===== src/rtl/p4_adder_pipe_if.sv =====
// rtl/p4_adder_pipe_if.sv - operand request / result handshake bundle for p4_adder_pipe
interface p4_adder_pipe_if #(
    parameter int NBIT = 32
);
    logic            in_valid;
    logic            in_ready;
    logic [NBIT-1:0] a;
    logic [NBIT-1:0] b;
    logic            cin;
    logic            sub;
    logic            out_valid;
    logic            out_ready;
    logic [NBIT-1:0] s;
    logic            cout;
    logic            ovf;

    modport master (
        output in_valid, a, b, cin, sub, out_ready,
        input  in_ready, out_valid, s, cout, ovf
    );

    modport slave (
        input  in_valid, a, b, cin, sub, out_ready,
        output in_ready, out_valid, s, cout, ovf
    );
endinterface


===== src/rtl/p4_adder_pipe.sv =====
// rtl/p4_adder_pipe.sv - pipelined add/subtract, one carry-chained segment per stage
module p4_adder_pipe #(
    parameter int NBIT   = 32,
    parameter int STAGES = 4
) (
    input  logic            clk,
    input  logic            rst,
    p4_adder_pipe_if.slave  bus
);
    localparam int SEG = NBIT / ((STAGES < 1) ? 1 : STAGES);

    if (STAGES < 1 || (NBIT % STAGES) != 0) begin : g_param_check
        $error("p4_adder_pipe: NBIT must be a positive multiple of STAGES");
    end

    logic [STAGES-1:0] v_q;
    logic [STAGES-1:0] c_q;
    logic [NBIT-1:0]   op_a_q [STAGES];
    logic [NBIT-1:0]   op_b_q [STAGES];
    logic [NBIT-1:0]   res_q  [STAGES];
    logic              ovf_q;

    logic [STAGES-1:0] en;
    logic              src_v  [STAGES];
    logic              src_c  [STAGES];
    logic [NBIT-1:0]   src_a  [STAGES];
    logic [NBIT-1:0]   src_b  [STAGES];
    logic [NBIT-1:0]   src_r  [STAGES];
    logic [NBIT-1:0]   nxt_r  [STAGES];
    logic [STAGES-1:0] nxt_c;
    logic              nxt_ovf;

    always_comb begin
        logic          acc;
        logic [SEG:0]  sum;
        // a stage may load if it is empty or anything between it and the output drains
        acc = bus.out_ready;
        for (int k = STAGES - 1; k >= 0; k--) begin
            acc   = acc || !v_q[k];
            en[k] = acc;
        end

        // subtract is a + ~b + ~cin, so borrow-in inverts into the carry chain
        src_v[0] = bus.in_valid;
        src_a[0] = bus.a;
        src_b[0] = bus.sub ? ~bus.b : bus.b;
        src_r[0] = '0;
        src_c[0] = bus.sub ^ bus.cin;
        for (int k = 1; k < STAGES; k++) begin
            src_v[k] = v_q[k-1];
            src_a[k] = op_a_q[k-1];
            src_b[k] = op_b_q[k-1];
            src_r[k] = res_q[k-1];
            src_c[k] = c_q[k-1];
        end

        sum = '0;
        for (int k = 0; k < STAGES; k++) begin
            sum = {1'b0, src_a[k][k*SEG +: SEG]} + {1'b0, src_b[k][k*SEG +: SEG]}
                + (SEG+1)'(src_c[k]);
            nxt_r[k]                = src_r[k];
            nxt_r[k][k*SEG +: SEG]  = sum[SEG-1:0];
            nxt_c[k]                = sum[SEG];
        end

        // a ^ b' ^ s at the MSB recovers the carry into it
        nxt_ovf = src_a[STAGES-1][NBIT-1] ^ src_b[STAGES-1][NBIT-1]
                ^ nxt_r[STAGES-1][NBIT-1] ^ nxt_c[STAGES-1];
    end

    always_ff @(posedge clk) begin
        if (rst) begin
            v_q   <= '0;
            c_q   <= '0;
            ovf_q <= 1'b0;
            for (int k = 0; k < STAGES; k++) begin
                op_a_q[k] <= '0;
                op_b_q[k] <= '0;
                res_q[k]  <= '0;
            end
        end else begin
            for (int k = 0; k < STAGES; k++) begin
                if (en[k]) begin
                    v_q[k] <= src_v[k];
                    if (src_v[k]) begin
                        op_a_q[k] <= src_a[k];
                        op_b_q[k] <= src_b[k];
                        res_q[k]  <= nxt_r[k];
                        c_q[k]    <= nxt_c[k];
                    end
                end
            end
            if (en[STAGES-1] && src_v[STAGES-1]) begin
                ovf_q <= nxt_ovf;
            end
        end
    end

    assign bus.in_ready  = en[0] && !rst;
    assign bus.out_valid = v_q[STAGES-1] && !rst;
    assign bus.s         = rst ? '0 : res_q[STAGES-1];
    assign bus.cout      = c_q[STAGES-1] && !rst;
    assign bus.ovf       = ovf_q && !rst;
endmodule


===== src/flat_wrapper.sv =====
// flat-port wrapper written by rule: the top's interface ports become plain ports
module p4_adder_pipe_flat 
#(
    parameter int NBIT   = 32,
    parameter int STAGES = 4
)
  (clk, rst, bus_in_valid, bus_a, bus_b, bus_cin, bus_sub, bus_out_ready, bus_in_ready, bus_out_valid, bus_s, bus_cout, bus_ovf);
  p4_adder_pipe_if #(.NBIT(NBIT)) bus_i ();
  input  logic clk;
  input  logic rst;
  input wire logic [$bits(bus_i.in_valid)-1:0] bus_in_valid;
  input wire logic [$bits(bus_i.a)-1:0] bus_a;
  input wire logic [$bits(bus_i.b)-1:0] bus_b;
  input wire logic [$bits(bus_i.cin)-1:0] bus_cin;
  input wire logic [$bits(bus_i.sub)-1:0] bus_sub;
  input wire logic [$bits(bus_i.out_ready)-1:0] bus_out_ready;
  output wire logic [$bits(bus_i.in_ready)-1:0] bus_in_ready;
  output wire logic [$bits(bus_i.out_valid)-1:0] bus_out_valid;
  output wire logic [$bits(bus_i.s)-1:0] bus_s;
  output wire logic [$bits(bus_i.cout)-1:0] bus_cout;
  output wire logic [$bits(bus_i.ovf)-1:0] bus_ovf;
  assign bus_i.in_valid = bus_in_valid;
  assign bus_i.a = bus_a;
  assign bus_i.b = bus_b;
  assign bus_i.cin = bus_cin;
  assign bus_i.sub = bus_sub;
  assign bus_i.out_ready = bus_out_ready;
  assign bus_in_ready = bus_i.in_ready;
  assign bus_out_valid = bus_i.out_valid;
  assign bus_s = bus_i.s;
  assign bus_cout = bus_i.cout;
  assign bus_ovf = bus_i.ovf;
  p4_adder_pipe #(.NBIT(NBIT), .STAGES(STAGES)) u_core (.clk(clk), .rst(rst), .bus(bus_i));
endmodule

===== config.mk =====
export PLATFORM = sky130hd
export DESIGN_NAME = p4_adder_pipe_flat
export DESIGN_NICKNAME = d
export VERILOG_FILES = /design/src/rtl/p4_adder_pipe_if.sv /design/src/rtl/p4_adder_pipe.sv /design/src/flat_wrapper.sv
export SDC_FILE = /design/constraint.sdc
export NUM_CORES = 1
export LEC_CHECK = 0
export ABC_AREA = 1
export ABC_CLOCK_PERIOD_IN_PS = 2900
export CAP_MARGIN = 0
export CORE_UTILIZATION = 35
export CTS_CLUSTER_DIAMETER = 100
export CTS_CLUSTER_SIZE = 25
export DETAILED_ROUTE_END_ITERATION = 8
export PLACE_DENSITY = 0.63
export SLEW_MARGIN = 20
export SYNTH_ARGS = -nofsm -noshare
export SYNTH_HDL_FRONTEND = slang
export SYNTH_SLANG_ARGS = --single-unit

===== constraint.sdc =====
create_clock -name clk -period 2.9 [get_ports clk]
set_input_delay 0.435 -clock clk [delete_from_list [all_inputs] [get_ports clk]]
set_output_delay 0.435 -clock clk [all_outputs]
set_load 0.05 [all_outputs]

==> flow_summary.yaml, run 1 <==
run_status:
  status: "complete, no violations"
min_path:
  hold_start: "u_core.c_q[3]$_SDFFE_PP0P_"
  min_path_type: "reg -> reg"
timing:
  setup_violations: 0
  period_minus_slack_ns: 2.270
  worst_pin_slew_ns: 0.6279
  rsz0062_at_grt: "false"
  finalClockSkew_ns: 0.005910
  finalMaxSlewViolations: 0
  hold-worst-slack_ns: 0.4956
  hold_viol_final: 0
  max_freq_mhz: 440.5
  fin_setup_tns_ns: 0
  relSlewSlack_pct: 58.14
  fin_crit_sh_pct: 78.28
power:
  p_int_uw: 4774
  seqPwrFrac_pct: 50.8
  p_clk_share_pct: 37.2
  p_per_area_nw_per_um2: 560.4
  switchingPower_uw: 1422
  p_leak_uw: 0.004785
  power_frac_comb_pct: 12.1
  swShare_pct: 22.95
  ir_drop_mv: 0.3562
cells_and_area:
  layout.cells.non_filler: 1363
  area_growth_pct: 21.41
  nFillCells: 2405
  stdcell_area_um2: 11060
  fin_nets: 1126
  final_cell_mix: "inv_1, nor2_1, edfxtp_1"
  num_antenna_cells: 0
  drive_gt1_share_pct: 6.583
  final_common_cell: "inv_1"
drt:
  drc: 0
  drt_iter0_drc: 339
  antenna_left: 0
  firstDrtPassIters: 4
  via_per_inst: 4.098
  routedWlPerCell_um: 10.99
  wirelength_um: 14980
  vias: 5586
clocking:
  cts_made_buffers: 17
  cts_tree: "done"
  clkSinkCount: 185
  clk_pin_slew_worst_paths_ns: 0.06
  cts-resized-gates: 0
  post_cts_buffers: 0
  ctsHoldBuffers: 0
  cts_max_path_buffers: 2
  clock_latency_ns: 0.42
  cts.htree.levels: 4
  cts_root_buffer: "clkbuf_16"
grt:
  grt_usage_pct: 12.10
  grt_pass1_vias: 5308
  antenna_found_initial: 0
  grt_max_degree: 56
  grt_pass1_wl_um: 25480
  grt-ovfl-total: 0
setup_path:
  cp_cell_sequence: "buf_2 > nor2_1 > clkdlybuf4s50_1"
  worstPathMaxFanout: 36
  reg2reg_from: "u_core.op_a_q[0][88]$_SDFFCE_PN0P_"
  worst-r2r-setup-slack_ns: 0.97
  start_kind: "primary input"
  path_class: "in -> out"
  crit_path_start: "rst"
  cpMaxStageDelayCell: "clkdlybuf4s50_1"
  critPathMaxStageDelay_ns: 0.74
  crit_family: "buffers and inverters"
  worstPathArrival_ns: 1.84
  worstPathRequired_ns: 2.47
  worstSetupEndpointType: "output pin"
  critPathBufInv: 2
placed_design:
  place_congestion: 0.8218
  place.port_buffers: 105
  dp_hpwl_um: 11120
  place_area_um2: 10460
  dpl.cell_count: 1331
floorplanning:
  core_area_um2: 25330
  ioPinCount: 106
  rows: 58
  start_util_pct: 35.95
  die_h_um: 163.3
  die_area_um2: 26670
  die_w_um: 163.3
logic_synthesis:
  synthSimpleGateAreaFrac_pct: 16.14
  ys_warn_count: 0
  netlist_area_um2: 9106
  synth_compound_area_share_pct: 2.817
  synth_fp_nets: 1017
  synth_top_family_by_area: "simple AND/OR/NAND/NOR gates"
  synth-seq-cells: 185
  seq_area_frac_synth_pct: 60.02
  synth-adder-area-share_pct: 5.606
  synth_cells: 911
  synth_xor_area_share_pct: 3.462
  synth.area.mux_share_pct: 0
  synth_cell_types: 32
  avgSynthCellArea_um2: 9.996
flow_run:
  drv_cap: 0
[power by group through the flow]
| stage | Sequential [µW] | Clock, µW | Combinational (µW) |
|---|---|---|---|
| after floorplan | 3190 | 0 | 513 |
| after global placement | 3200 | 0 | 747 |
| after detailed placement | 3200 | 0 | 751 |
| after CTS | 3150 | 2360 | 756 |
| after global routing | 3160 | 2470 | 842 |
| final | 3140 | 2300 | 748 |
[logic make-up (layout without fill, tap and decap cells)]
family,count (synthesis),after routing
xor gates and xnor gates,36,36
DFF,185,185
AOI/OAI and AO/OA,49,49
adders and majority gates,36,36
and+or+nand+nor,353,353
buffers and inverters,252,374
[synthesized netlist by cell type (all sizes together)]
cell type  instances  area share, %
xor2              10           0.96
a21oi             39            2.1
o21ai              5           0.27
dfxtp              9            2.0
a21o               2           0.16
inv              225            9.4
o21a               2           0.16
nand4              6           0.48
nand3             40            2.3
clkinv             1          0.096
or2                1          0.069
nor2             204            9.0
o22ai              1          0.069
buf               22            2.3
ha                28            3.8
xnor2             26            2.5
nand2            102            4.3
edfxtp           176             58
fa                 8            1.8
clkbuf             4           0.16
[worst register-to-register path, cell delays in order, from the launching register on]
cell and delay [ns]:
edfxtp_1 0.40, fa_1 0.43, inv_1 0.09, fa_1 0.22, inv_1 0.05, nand3_1 0.08
nand2_1 0.11, nand3_1 0.11, nand2_1 0.05, nand2_1 0.06, a21oi_1 0.06
[flip-flops by register name (all words and copies together), names as in the netlist]
| register | count |
|---|---|
| u_core.ovf_q | 1 |
| u_core.c_q | 4 |
| u_core.v_q | 4 |
| u_core.op_a_q | 48 |
| u_core.res_q | 80 |
| u_core.op_b_q | 48 |
[worst paths after layout]
check / endpoint / cells after the start
setup / recovery: bus_s[20] / 3
hold / removal: u_core.c_q[3]$_SDFFE_PP0P_ / 2
setup reg to reg: u_core.res_q[0][126]$_SDFFCE_PN0P_ / 10
hold reg to reg: u_core.c_q[3]$_SDFFE_PP0P_ / 2
[cell type report]
type | count | area (µm²) | share of cell area [%]
sequential | 185 | 5465 | 49.43
clock inverter | 11 | 145.1 | 1.313
multi-input combinational | 474 | 2562 | 23.18
timing repair buffer | 116 | 1159 | 10.48
clock buffer | 21 | 450.4 | 4.074
inverter | 226 | 860.8 | 7.786
tap | 330 | 412.9 | 3.735
[stage by stage]
stage / utilization (%) / worst slack [ns] / total power (µW)
finish: 43.65 / 0.6298 / 6195
global route: 43.65 / 0.5291 / 6471
CTS: 43.65 / 0.5884 / 6263
detailed placement: 41.30 / 0.3875 / 3955
global placement: 41.30 / 0.4089 / 3946
floorplan: - / 0.5087 / 3703
[metal layers]
layer,global-route usage (%),wire [µm],vias to the layer above
li1,-,-,3032
met1,15.97,7230,2438
met2,19.38,6904,101
met3,2.971,624,15
met4,4.036,218,0
met5,0,0,-
Note: power is estimated with default switching activity, not from simulation.
==> inputs of run 2 (changes only) <==
ABC_CLOCK_PERIOD_IN_PS = 2000   (was 2900)
PLACE_DENSITY = 0.65   (was 0.63)
clock period = 2 ns   (was 2.9 ns; I/O delays follow)
==> run 2 against run 1 <==
Final area rose by 1.8%. Clock power rose by 55%. Routed wire length rose by 1.2%. Worst setup slack got worse by 0.53 ns. Sequential share of layout area fell by 0.85 points. Register-to-register slack got worse by 0.79 ns. Via count rose by 1.2%. Final cell count rose by 1.3%. Hold slack got worse by 0.20 ns. Core utilization rose by 0.78 points. Clock-buffer cell count fell by 1.
==> flow_summary.yaml, run 2 (synthesis results as in run 1) <==
min_path:
  timing.hold.worst_path_depth: 4
  hold_path_end: "u_core.ovf_q$_SDFFE_PP0P_"
  hold_start: "rst"
  min_path_type: "in -> reg"
drt:
  drt_iter0_drc: 331
  antenna_left: 0
  firstDrtPassIters: 5
  wirelength_um: 15150
  routedWlPerCell_um: 10.97
  vias: 5653
  via_per_inst: 4.093
  drc: 0
cells_and_area:
  nFillCells: 2357
  area_growth_pct: 23.56
  multi_input_area_um2: 2586
  final_cell_mix: "inv_1, nor2_1, edfxtp_1"
  regMostFlops: "u_core.res_q"
  layout.cells.non_filler: 1381
  final_common_cell: "inv_1"
  register_area_um2: 5466
  num_antenna_cells: 0
  utilization_pct: 44.43
  largest_register_ffs: 80
  drive_gt1_share_pct: 12.65
  reg.largest.list: "u_core.res_q x80, u_core.op_a_q x48, u_core.op_b_q x48"
  fin_nets: 1144
placed_design:
  dp_hpwl_um: 11590
  place.port_buffers: 105
  dpl.cell_count: 1349
  place_congestion: 0.8215
clocking:
  cts_made_buffers: 17
  clkSinkCount: 185
  cts_tree: "done"
  cts.htree.levels: 4
  clock_latency_ns: 0.43
  ctsHoldBuffers: 0
  cts_max_path_buffers: 2
  clk_pin_slew_worst_paths_ns: 0.06
  cts_root_buffer: "clkbuf_16"
grt:
  grt_pass1_vias: 5505
  grt_pass1_wl_um: 25410
  antenna_found_initial: 0
  grt_usage_pct: 12.09
  grt_max_degree: 49
  grt-ovfl-total: 0
floorplanning:
  die_h_um: 163.3
  rows: 58
  start_util_pct: 35.95
  die_w_um: 163.3
  die_area_um2: 26670
  core_area_um2: 25330
  ioPinCount: 106
flow_run:
  drv_cap: 0
timing:
  setup_violations: 0
  hold-worst-slack_ns: 0.2938
  fin_crit_sh_pct: 95.05
  max_freq_mhz: 526.0
  finalClockSkew_ns: 0.01589
  hold_viol_final: 0
  relSlewSlack_pct: 75.88
  worst_pin_slew_ns: 0.3618
  finalMaxSlewViolations: 0
  period_minus_slack_ns: 1.901
  rsz0062_at_grt: "false"
setup_path:
  worst-r2r-setup-slack_ns: 0.18
  worstSetupEndpointType: "flip-flop"
  worstPathMaxFanout: 3
  cp_cell_sequence: "clkdlybuf4s50_1 > xor2_1 > fa_2 > inv_2 > fa_2 > inv_1 > nand3_1 > nand3_2 > xnor2_1 > nor2_1"
  worstPathRequired_ns: 2.17
  critPathMaxStageDelay_ns: 0.49
  r2r-end: "u_core.res_q[0][126]$_SDFFCE_PN0P_"
  cpMaxStageDelayCell: "clkdlybuf4s50_1"
  reg2reg_from: "u_core.op_a_q[0][88]$_SDFFCE_PN0P_"
  cp_common_cell: "fa_2"
  ff2ff_path_depth: 10
  start_kind: "primary input"
  worstPathArrival_ns: 2.08
  path_class: "in -> reg"
power:
  ir_drop_mv: 0.4678
  p_per_area_nw_per_um2: 823.1
  p_leak_uw: 0.004986
run_status:
  status: "complete, no violations"
## run 2: cell count changes in the layout (fill, tap and decap cells not counted), moves of 2 or more
| cell | change |
|---|---|
| fa_1 | -4 |
| buf_4 | +47 |
| clkdlybuf4s50_1 | -35 |
| fa_2 | +4 |
| buf_12 | +6 |
| clkbuf_1 | -2 |
## run 2: critical path, delay by kind of cell
kind | cells | cell delay (ns)
fa+ha+maj | 2 | 0.64
simple gates | 3 | 0.21
buf+inv | 3 | 0.61
xor+xnor | 2 | 0.31
## run 2: per-layer routing
metal	track usage [%]	vias to the layer above	share of wire, %
li1	-	3068	-
met5	0	-	0
met1	15.10	2485	46
met4	4.248	0	1.1
met3	2.717	13	3.8
met2	20.45	87	49
## run 2: how the worst max path moves through the flow
stage                                                   from                                 to  slack (ns)  cells past startpoint
final                                                bus_cin   u_core.res_q[0][4]$_SDFFCE_PN0P_         0.1                     10
after global routing              u_core.c_q[1]$_SDFFE_PP0P_  u_core.res_q[0][86]$_SDFFCE_PN0P_       0.004                      8
after CTS                 u_core.op_a_q[0][88]$_SDFFCE_PN0P_          u_core.ovf_q$_SDFFE_PP0P_        0.09                     10
after detailed placement                             bus_cin   u_core.res_q[0][4]$_SDFFCE_PN0P_       -0.34                     10
after global placement                              bus_b[0]   u_core.res_q[0][4]$_SDFFCE_PN0P_       -0.30                     10
after floorplan                                      bus_sub   u_core.res_q[0][4]$_SDFFCE_PN0P_        0.01                     11
## run 2: repair_timing
item / 4_1_cts / 5_1_grt
resized for setup: 0 / 6
setup buffers: 0 / 0
endpoints found under the setup margin: 0 / 3
## run 2: report_power, final
part / switching [µW] / internal, µW
combinational: 662 / 473
clock: 1390 / 2180
sequential: 72.5 / 4490
## run 2: stage by stage
step / cell area [µm²] / TNS, ns / setup WS [ns] / power [µW]
2_1_floorplan: 9143 / 0 / 0.01013 / 5377
3_3_place_gp: 10600 / -1.165 / -0.2995 / 5761
3_5_place_dp: 10600 / -1.384 / -0.3426 / 5782
4_1_cts: 11240 / 0 / 0.09243 / 9372
5_1_grt: 11250 / 0 / 0.004326 / 9672
6_report: 11250 / 0 / 0.09892 / 9262
## run 2: final cells by class
cell class | count | share of cell area (%)
Sequential cell | 185 | 48.58
Multi-Input combinational cell | 474 | 22.98
Timing Repair Buffer | 134 | 11.39
Inverter | 226 | 7.650
Clock buffer | 20 | 4.059
Tap cell | 330 | 3.670
Clock inverter | 12 | 1.668
